--- config.mk ---
export PLATFORM = sky130hd
export DESIGN_NAME = aes_rr_scheduler
export DESIGN_NICKNAME = d
export VERILOG_FILES = /design/src/rtl/aes_sched_pkg.sv /design/src/rtl/aes_tag_pipe.sv /design/src/rtl/aes_rr_scheduler.sv
export SDC_FILE = /design/constraint.sdc
export NUM_CORES = 1
export LEC_CHECK = 0
export ABC_AREA = 1
export ABC_CLOCK_PERIOD_IN_PS = 4530
export CAP_MARGIN = 10
export CORE_AREA = 2 2 458 460
export CTS_CLUSTER_DIAMETER = 100
export DETAILED_ROUTE_END_ITERATION = 10
export DIE_AREA = 0 0 460 462
export PLACE_DENSITY_LB_ADDON = 0.2
export REMOVE_ABC_BUFFERS = 1
export SYNTH_ARGS = -nofsm -noshare
export SYNTH_HDL_FRONTEND = slang
export SYNTH_SLANG_ARGS = --single-unit
--- constraint.sdc ---
create_clock -name clk -period 4.53 [get_ports clk]
set_input_delay 1.359 -clock clk [delete_from_list [all_inputs] [get_ports clk]]
set_output_delay 1.359 -clock clk [all_outputs]
set_load 0.02 [all_outputs]
--- src/rtl/aes_sched_pkg.sv ---
// Shared constants and tag format for the two-requester AES core scheduler.
package aes_sched_pkg;

  localparam int unsigned AES_LATENCY_DEF = 21;
  localparam int unsigned BLK_W           = 128;
  localparam int unsigned CNT_W           = 5;

  localparam logic ID_A = 1'b0;
  localparam logic ID_B = 1'b1;

  // One tag per core slot: marks whether the slot carries a request and whose it is.
  typedef struct packed {
    logic valid;
    logic id;
  } tag_t;

  localparam int unsigned TAG_W = $bits(tag_t);

endpackage

--- src/rtl/aes_tag_pipe.sv ---
// Fixed-depth shift register that travels alongside the AES core pipeline.
module aes_tag_pipe #(
  parameter int unsigned DEPTH = 21,
  parameter int unsigned W     = 2
) (
  input  logic         clk,
  input  logic         rst,
  input  logic [W-1:0] in,
  output logic [W-1:0] out
);

  logic [W-1:0] stage_q [DEPTH];
  logic [W-1:0] stage_d [DEPTH];

  always_comb begin
    stage_d[0] = in;
    for (int i = 1; i < DEPTH; i++) begin
      stage_d[i] = stage_q[i-1];
    end
  end

  always_ff @(posedge clk or negedge rst) begin
    if (!rst) begin
      for (int i = 0; i < DEPTH; i++) begin
        stage_q[i] <= '0;
      end
    end else begin
      stage_q <= stage_d;
    end
  end

  assign out = stage_q[DEPTH-1];

endmodule

--- src/rtl/aes_rr_scheduler.sv ---
// Round-robin arbiter sharing one pipelined aes_128 core between requesters A and B.
module aes_rr_scheduler
  import aes_sched_pkg::*;
#(
  parameter int unsigned AES_LATENCY = AES_LATENCY_DEF
) (
  input  logic               clk,
  input  logic               rst,
  input  logic               en,
  input  logic               a_valid,
  output logic               a_ready,
  input  logic [BLK_W-1:0]   a_state,
  input  logic [BLK_W-1:0]   a_key,
  output logic               a_out_valid,
  output logic [BLK_W-1:0]   a_out,
  input  logic               b_valid,
  output logic               b_ready,
  input  logic [BLK_W-1:0]   b_state,
  input  logic [BLK_W-1:0]   b_key,
  output logic               b_out_valid,
  output logic [BLK_W-1:0]   b_out,
  output logic [BLK_W-1:0]   core_state,
  output logic [BLK_W-1:0]   core_key,
  input  logic [BLK_W-1:0]   core_out,
  output logic [CNT_W-1:0]   inflight,
  output logic               busy
);

  logic             prio_q, prio_d;
  logic [BLK_W-1:0] core_state_q, core_state_d;
  logic [BLK_W-1:0] core_key_q, core_key_d;
  logic [BLK_W-1:0] a_out_q, a_out_d, b_out_q, b_out_d;
  logic             a_out_valid_q, a_out_valid_d, b_out_valid_q, b_out_valid_d;
  logic [CNT_W-1:0] inflight_q, inflight_d;
  tag_t             ret_q, ret_d;
  tag_t             tag_in, tail_tag;
  logic [TAG_W-1:0] pipe_out;
  logic             accept, retire;

  aes_tag_pipe #(.DEPTH(AES_LATENCY), .W(TAG_W)) u_tag_pipe (
    .clk (clk),
    .rst (rst),
    .in  (tag_in),
    .out (pipe_out)
  );

  always_comb begin
    a_ready       = rst && en && a_valid && (!b_valid || prio_q == ID_A);
    b_ready       = rst && en && b_valid && (!a_valid || prio_q == ID_B);
    accept        = a_ready || b_ready;
    tail_tag      = tag_t'(pipe_out);
    retire        = tail_tag.valid;

    prio_d        = prio_q;
    core_state_d  = core_state_q;
    core_key_d    = core_key_q;
    tag_in.valid  = accept;
    tag_in.id     = b_ready ? ID_B : ID_A;
    ret_d         = tail_tag;
    inflight_d    = inflight_q;
    a_out_d       = a_out_q;
    b_out_d       = b_out_q;
    a_out_valid_d = 1'b0;
    b_out_valid_d = 1'b0;

    // Pointer moves to the loser only when both were contending.
    if (a_valid && b_valid && accept) begin
      prio_d = a_ready ? ID_B : ID_A;
    end

    if (a_ready) begin
      core_state_d = a_state;
      core_key_d   = a_key;
    end else if (b_ready) begin
      core_state_d = b_state;
      core_key_d   = b_key;
    end

    // The tail tag is re-timed one stage so it lines up with core_out.
    if (ret_q.valid) begin
      if (ret_q.id == ID_A) begin
        a_out_d       = core_out;
        a_out_valid_d = 1'b1;
      end else begin
        b_out_d       = core_out;
        b_out_valid_d = 1'b1;
      end
    end

    if (accept && !retire) begin
      inflight_d = inflight_q + CNT_W'(1);
    end else if (retire && !accept) begin
      inflight_d = inflight_q - CNT_W'(1);
    end
  end

  always_ff @(posedge clk or negedge rst) begin
    if (!rst) begin
      prio_q        <= ID_A;
      core_state_q  <= '0;
      core_key_q    <= '0;
      ret_q         <= '0;
      inflight_q    <= '0;
      a_out_q       <= '0;
      b_out_q       <= '0;
      a_out_valid_q <= 1'b0;
      b_out_valid_q <= 1'b0;
    end else begin
      prio_q        <= prio_d;
      core_state_q  <= core_state_d;
      core_key_q    <= core_key_d;
      ret_q         <= ret_d;
      inflight_q    <= inflight_d;
      a_out_q       <= a_out_d;
      b_out_q       <= b_out_d;
      a_out_valid_q <= a_out_valid_d;
      b_out_valid_q <= b_out_valid_d;
    end
  end

  assign core_state  = core_state_q;
  assign core_key    = core_key_q;
  assign a_out       = a_out_q;
  assign b_out       = b_out_q;
  assign a_out_valid = a_out_valid_q;
  assign b_out_valid = b_out_valid_q;
  assign inflight    = inflight_q;
  assign busy        = (inflight_q != '0);

endmodule

# --- After elaboration in Yosys (flattened, before gate mapping) ---
# Cells that the tools add are included.
word_totals:
  regBits: 564
  latch_bits: 0
  ram_bits: 0
  rom_bits: 0
  input_bits: 645
  out_inout_bits: 522
  wordCells: 68
  memories: 0
op_classes:
  addsub: 2
  mul: 0
  div: 0
  magnitude_cmp: 0
  eq_ne: 0
  shifts: 0
  mux: 12
  bitwise_logic: 2
  n_reduce_logical: 21
op_table:
  columns: ["cell", "count"]
  rows:
  - ["128-bit 2-to-1 mux", 4]
  - ["5-bit 2-to-1 mux", 2]
  - ["1-bit logical AND", 9]
  - ["1-bit 2-to-1 mux", 6]
  - ["5-bit by 1-bit adder with 5-bit output, second input constant", 1]
  - ["5-bit nonzero test", 1]
  - ["5-bit by 1-bit subtractor with 5-bit output, second input constant", 1]
  - ["1-bit logical NOT", 4]
  - ["2-bit AND reduction", 2]
  - ["2-bit nonzero test", 2]
  - ["1-bit logical OR", 3]
  - ["1-bit inverter", 2]

# --- Depth between registers and ports, before layout ---
depth:
  ltp_word: 8
  depth_mapped: 14
  ltp_nobuf: 13

# --- Cells and area by module ---
# From an unflattened synthesis, not the netlist that was laid out.
hier_totals:
  cells_unflattened: 3230
  hier_area_um2: 25359.3
modules_own_cells:
  columns: ["mod", "n_inst", "cells_each", "area_per_inst_um2", "seq_area_each_um2"]
  rows:
  - ["aes_rr_scheduler", 1, 3188, 24308.3, 13062.5]
  - ["aes_tag_pipe", 1, 42, 1051.0, 1051.0]

# --- Least setup slack after synthesis ---
# Ideal clock, no wire load.
synth_timing:
  path_type: "input to output"
  startpoint: "input port b_valid"
  endpoint: "output port a_ready"
  arrival_ps: 1909
  t_required_ps: 3171
  setup_slack_ps: 1262
  stages: 4
  n_path_buf: 1
  path_cell_list: "nand2_1 -> inv_2 -> nor2_8 -> buf_2"
synth_between:
  elab_chain_cells: 3
synth_lines:
  columns: ["item", "line_no", "text"]
  rows:
  - ["from (decl)", "aes_rr_scheduler.sv:16", "input logic b_valid,"]
  - ["1-bit logical NOT", "aes_rr_scheduler.sv:48", "a_ready = rst && en && a_valid && (!b_valid || prio_q == ID_A);"]
  - ["1-bit logical OR", "aes_rr_scheduler.sv:48", null]
  - ["1-bit logical AND", "aes_rr_scheduler.sv:48", null]
  - ["to (decl)", "aes_rr_scheduler.sv:11", "output logic a_ready,"]
# No other way between the ends.

# --- Worst setup path after layout ---
layout_timing:
  startpoint: "input port en"
  endpoint: "output port b_ready"
layout_between:
  elab_chain_cells: 3
layout_lines:
  columns: ["item", "line_no", "text"]
  rows:
  - ["from (decl)", "aes_rr_scheduler.sv:9", "input logic en,"]
  - ["1-bit logical AND (3 in a row)", "aes_rr_scheduler.sv:49", "b_ready = rst && en && b_valid && (!a_valid || prio_q == ID_B);"]
  - ["to (decl)", "aes_rr_scheduler.sv:17", "output logic b_ready,"]
# No other way between the ends.

==> flow_metrics.env <==
export IMPL_status="finished clean"
export IMPL_crit_fanout=2
export IMPL_min_period_over_period_pct=93.9
export IMPL_hp_class="flop to flop"
export IMPL_area_growth_syn_to_layout_pct=68.7
export IMPL_yosys_area_share_simple_pct=24.9
export IMPL_core_sq_um=208000
export IMPL_dp_hpwl_um=104000
export IMPL_grt_max_degree=142
export IMPL_synth_common_cells="1305 x nand2_1, 652 x inv_1, 564 x dfrtp_1"
export IMPL_finish_instance_area_sq_um=42700
export IMPL_cts_setup_buffers=0
export IMPL_routed_via_count=24063
export IMPL_worst_clock_skew_ps=66.5
export IMPL_grt_overflow=0
export IMPL_synth_compound_area_share_pct=5.12
export IMPL_start_kind="primary input"
export IMPL_port_buffers=1166
export IMPL_die_w_um=460
export IMPL_grtUsageMet3_pct=4.71
export IMPL_relSlewSlack_pct=34.6
export IMPL_rsz0062_at_grt="false"
export IMPL_ir_worst_vdd_uv=236
export IMPL_first_global_vias=24103
export IMPL_antenna_found_initial=19
export IMPL_p_total_w=0.0186
export IMPL_synth_edf_count=0
export IMPL_ant_nets=0
export IMPL_ys_seq_area_share_pct=55.8
export IMPL_ctsHoldBuffers=0
export IMPL_synth_top_family_by_area="simple AND/OR/NAND/NOR gates"
export IMPL_routed_via_density=3.37
export IMPL_die_y_um=462
export IMPL_num_nets_final=5003
export IMPL_grt_pass1_wl_um=185000
export IMPL_h_tree_depth=3
export IMPL_synth_area_leaders="dfrtp_1 56%, nand2_1 19%, inv_1 9.7%"
export IMPL_cts_sinks=564
export IMPL_synth_cell_type_count=24
export IMPL_drive_gt1_share_pct=4.12
export IMPL_synth_warnings=0
export IMPL_async_flop_share_pct=100
export IMPL_gp_congestion=0.800
export IMPL_end_kind="output pin"
export IMPL_first_iter_violations=1281
export IMPL_top_usage_layer="met2"
export IMPL_p_per_area_nw_per_um2=435
export IMPL_synthMuxAreaShare_pct=0
export IMPL_synth_adder_area_share_pct=0.277
export IMPL_track_usage_pct=12.2
export IMPL_synth_area_leader_cell="dfrtp_1"
export IMPL_critical_path_class="primary input to output pin"
export IMPL_firstDrtPassIters=5
export IMPL_routedWlPerCell_um=18.8
export IMPL_dp_slack_ps=280
export IMPL_leakagePower_nw=21.2
export IMPL_required_ps=3170
export IMPL_clock_latency_ps=700
export IMPL_whs_ps=327
export IMPL_dieArea_sq_um=213000
export IMPL_setup_viol=0
export IMPL_nFillCells=23390
export IMPL_boundaryPins=1167
export IMPL_yosys_area_top_type_share_pct=55.8
export IMPL_postSynthAreaPerCell_sq_um=7.83
export IMPL_ys_flop_type="dfrtp_1"
export IMPL_hold_viol=0
export IMPL_numCtsBuffers=81
export IMPL_slew_violations=0
export IMPL_synth_cell_area_sq_um=25300
export IMPL_drcViolationCount=0
export IMPL_timing_worst_slew_pin_value_ps=981
export IMPL_max_freq_mhz=235
export IMPL_ctsResizeCount=0
export IMPL_routed_wirelength_um=134000
export IMPL_cap_violations=0
export IMPL_yosysMostFrequentCell="nand2_1"
export IMPL_synth_xor_area_share_pct=0.0346
export IMPL_layout_setup_ws_ps=275
export IMPL_cts_root_buf="clkbuf_16"
export IMPL_start_util_pct=12.2
export IMPL_worstPathArrival_ps=2900
export IMPL_cts_max_path_buffers=3
export IMPL_synth_cells=3230
export IMPL_grt_use_met2_pct=20.8
export IMPL_clkSlewWorstSetupHoldPaths_ps=50
export IMPL_finalCriticalPeriod_ps=4260
export IMPL_dpl_instance_area_sq_um=39900
export IMPL_met1_usage_pct=13.4
export IMPL_rows=168
export IMPL_synth_seq_cells=564
export IMPL_cts_tree="done"
routing by layer:
metal | routed length (um) | vias to the layer above
met5 | 140 | -
met4 | 4670 | 20
met3 | 12800 | 163
met2 | 64900 | 924
met1 | 51800 | 11143
li1 | - | 11813
final timing paths:
check	slack, ps	start	end	cells after the start
worst max-delay path	270	en	b_ready	6
worst min-delay path	330	u_tag_pipe.stage_d[10]	u_tag_pipe.stage_d[8]	0
worst max register to register	2160	prio_q	core_key[33]	8
worst min register to register	330	u_tag_pipe.stage_d[10]	u_tag_pipe.stage_d[8]	0
max in group asynchronous	1670	rst	b_out[68]	4
min in group asynchronous	770	rst	core_key[22]	2
area by class of cell:
class                      count  area, sq um  share of cell area, %
multi-input combinational   1843         7700                   18.0
inverter                     655         2470                   5.79
sequential                   564        14100                   33.1
tap                         2720         3400                   7.97
timing repair buffer        1208        12200                   28.7
clock buffer                 122         2410                   5.65
antenna                        7         17.5                 0.0410
clock inverter                24          342                  0.800
power by group:
part           switching [W]  internal, W
combinational        0.00300      0.00248
sequential          0.000586      0.00593
clock                0.00270      0.00388
total                0.00629       0.0123
through the flow:
step	utilization [%]	setup TNS [ps]	cells
2_1_floorplan	-	-591410	3062
3_3_place_gp	19.2	0	6990
3_5_place_dp	19.2	0	6990
4_1_cts	20.5	0	7136
5_1_grt	20.5	0	7141
6_report	20.5	0	7143
critical path, cell delays in order:
cell and delay, ps:
clkdlybuf4s50_1 550, nand2_1 80, inv_1 60, nand2_1 60
nor2_1 150, clkdlybuf4s50_1 630
sequential cells by signal, summed over array words and instances (netlist names):
signal,cells
core_state,128
b_out,128
u_tag_pipe.out,2
u_tag_pipe.stage_d,40
b_out_valid,1
core_key,128
ret_q,2
prio_q,1
inflight,5
a_out_valid,1
a_out,128
cell usage in the layout, fill, tap and decap left out, types with 3 or more instances in the layout:
master           instances
buf_12                  20
buf_4                   23
bufinv_16                3
clkbuf_1                18
clkbuf_16               81
clkbuf_8                23
clkdlybuf4s50_1       1164
clkinv_16                3
clkinv_2                 7
clkinv_8                 3
clkinvlp_4               5
dfrtp_1                564
diode_2                  7
ha_1                     4
inv_1                  651
nand2_1               1304
nand3_1                262
nor2_1                   5
o21ai_0                257
cell families (layout without fill, tap and decap cells):
logic type               count (synthesis)  after routing
AO/OA/AOI/OAI                          259            259
XOR/XNOR                                 1              1
adder cells (fa/ha/maj)                  5              5
buffers and inverters                  823           2009
flip-flops                             564            564
other                                    0              7
AND/OR/NAND/NOR                       1578           1578
No activity file was read; power rests on OpenSTA's default activity.
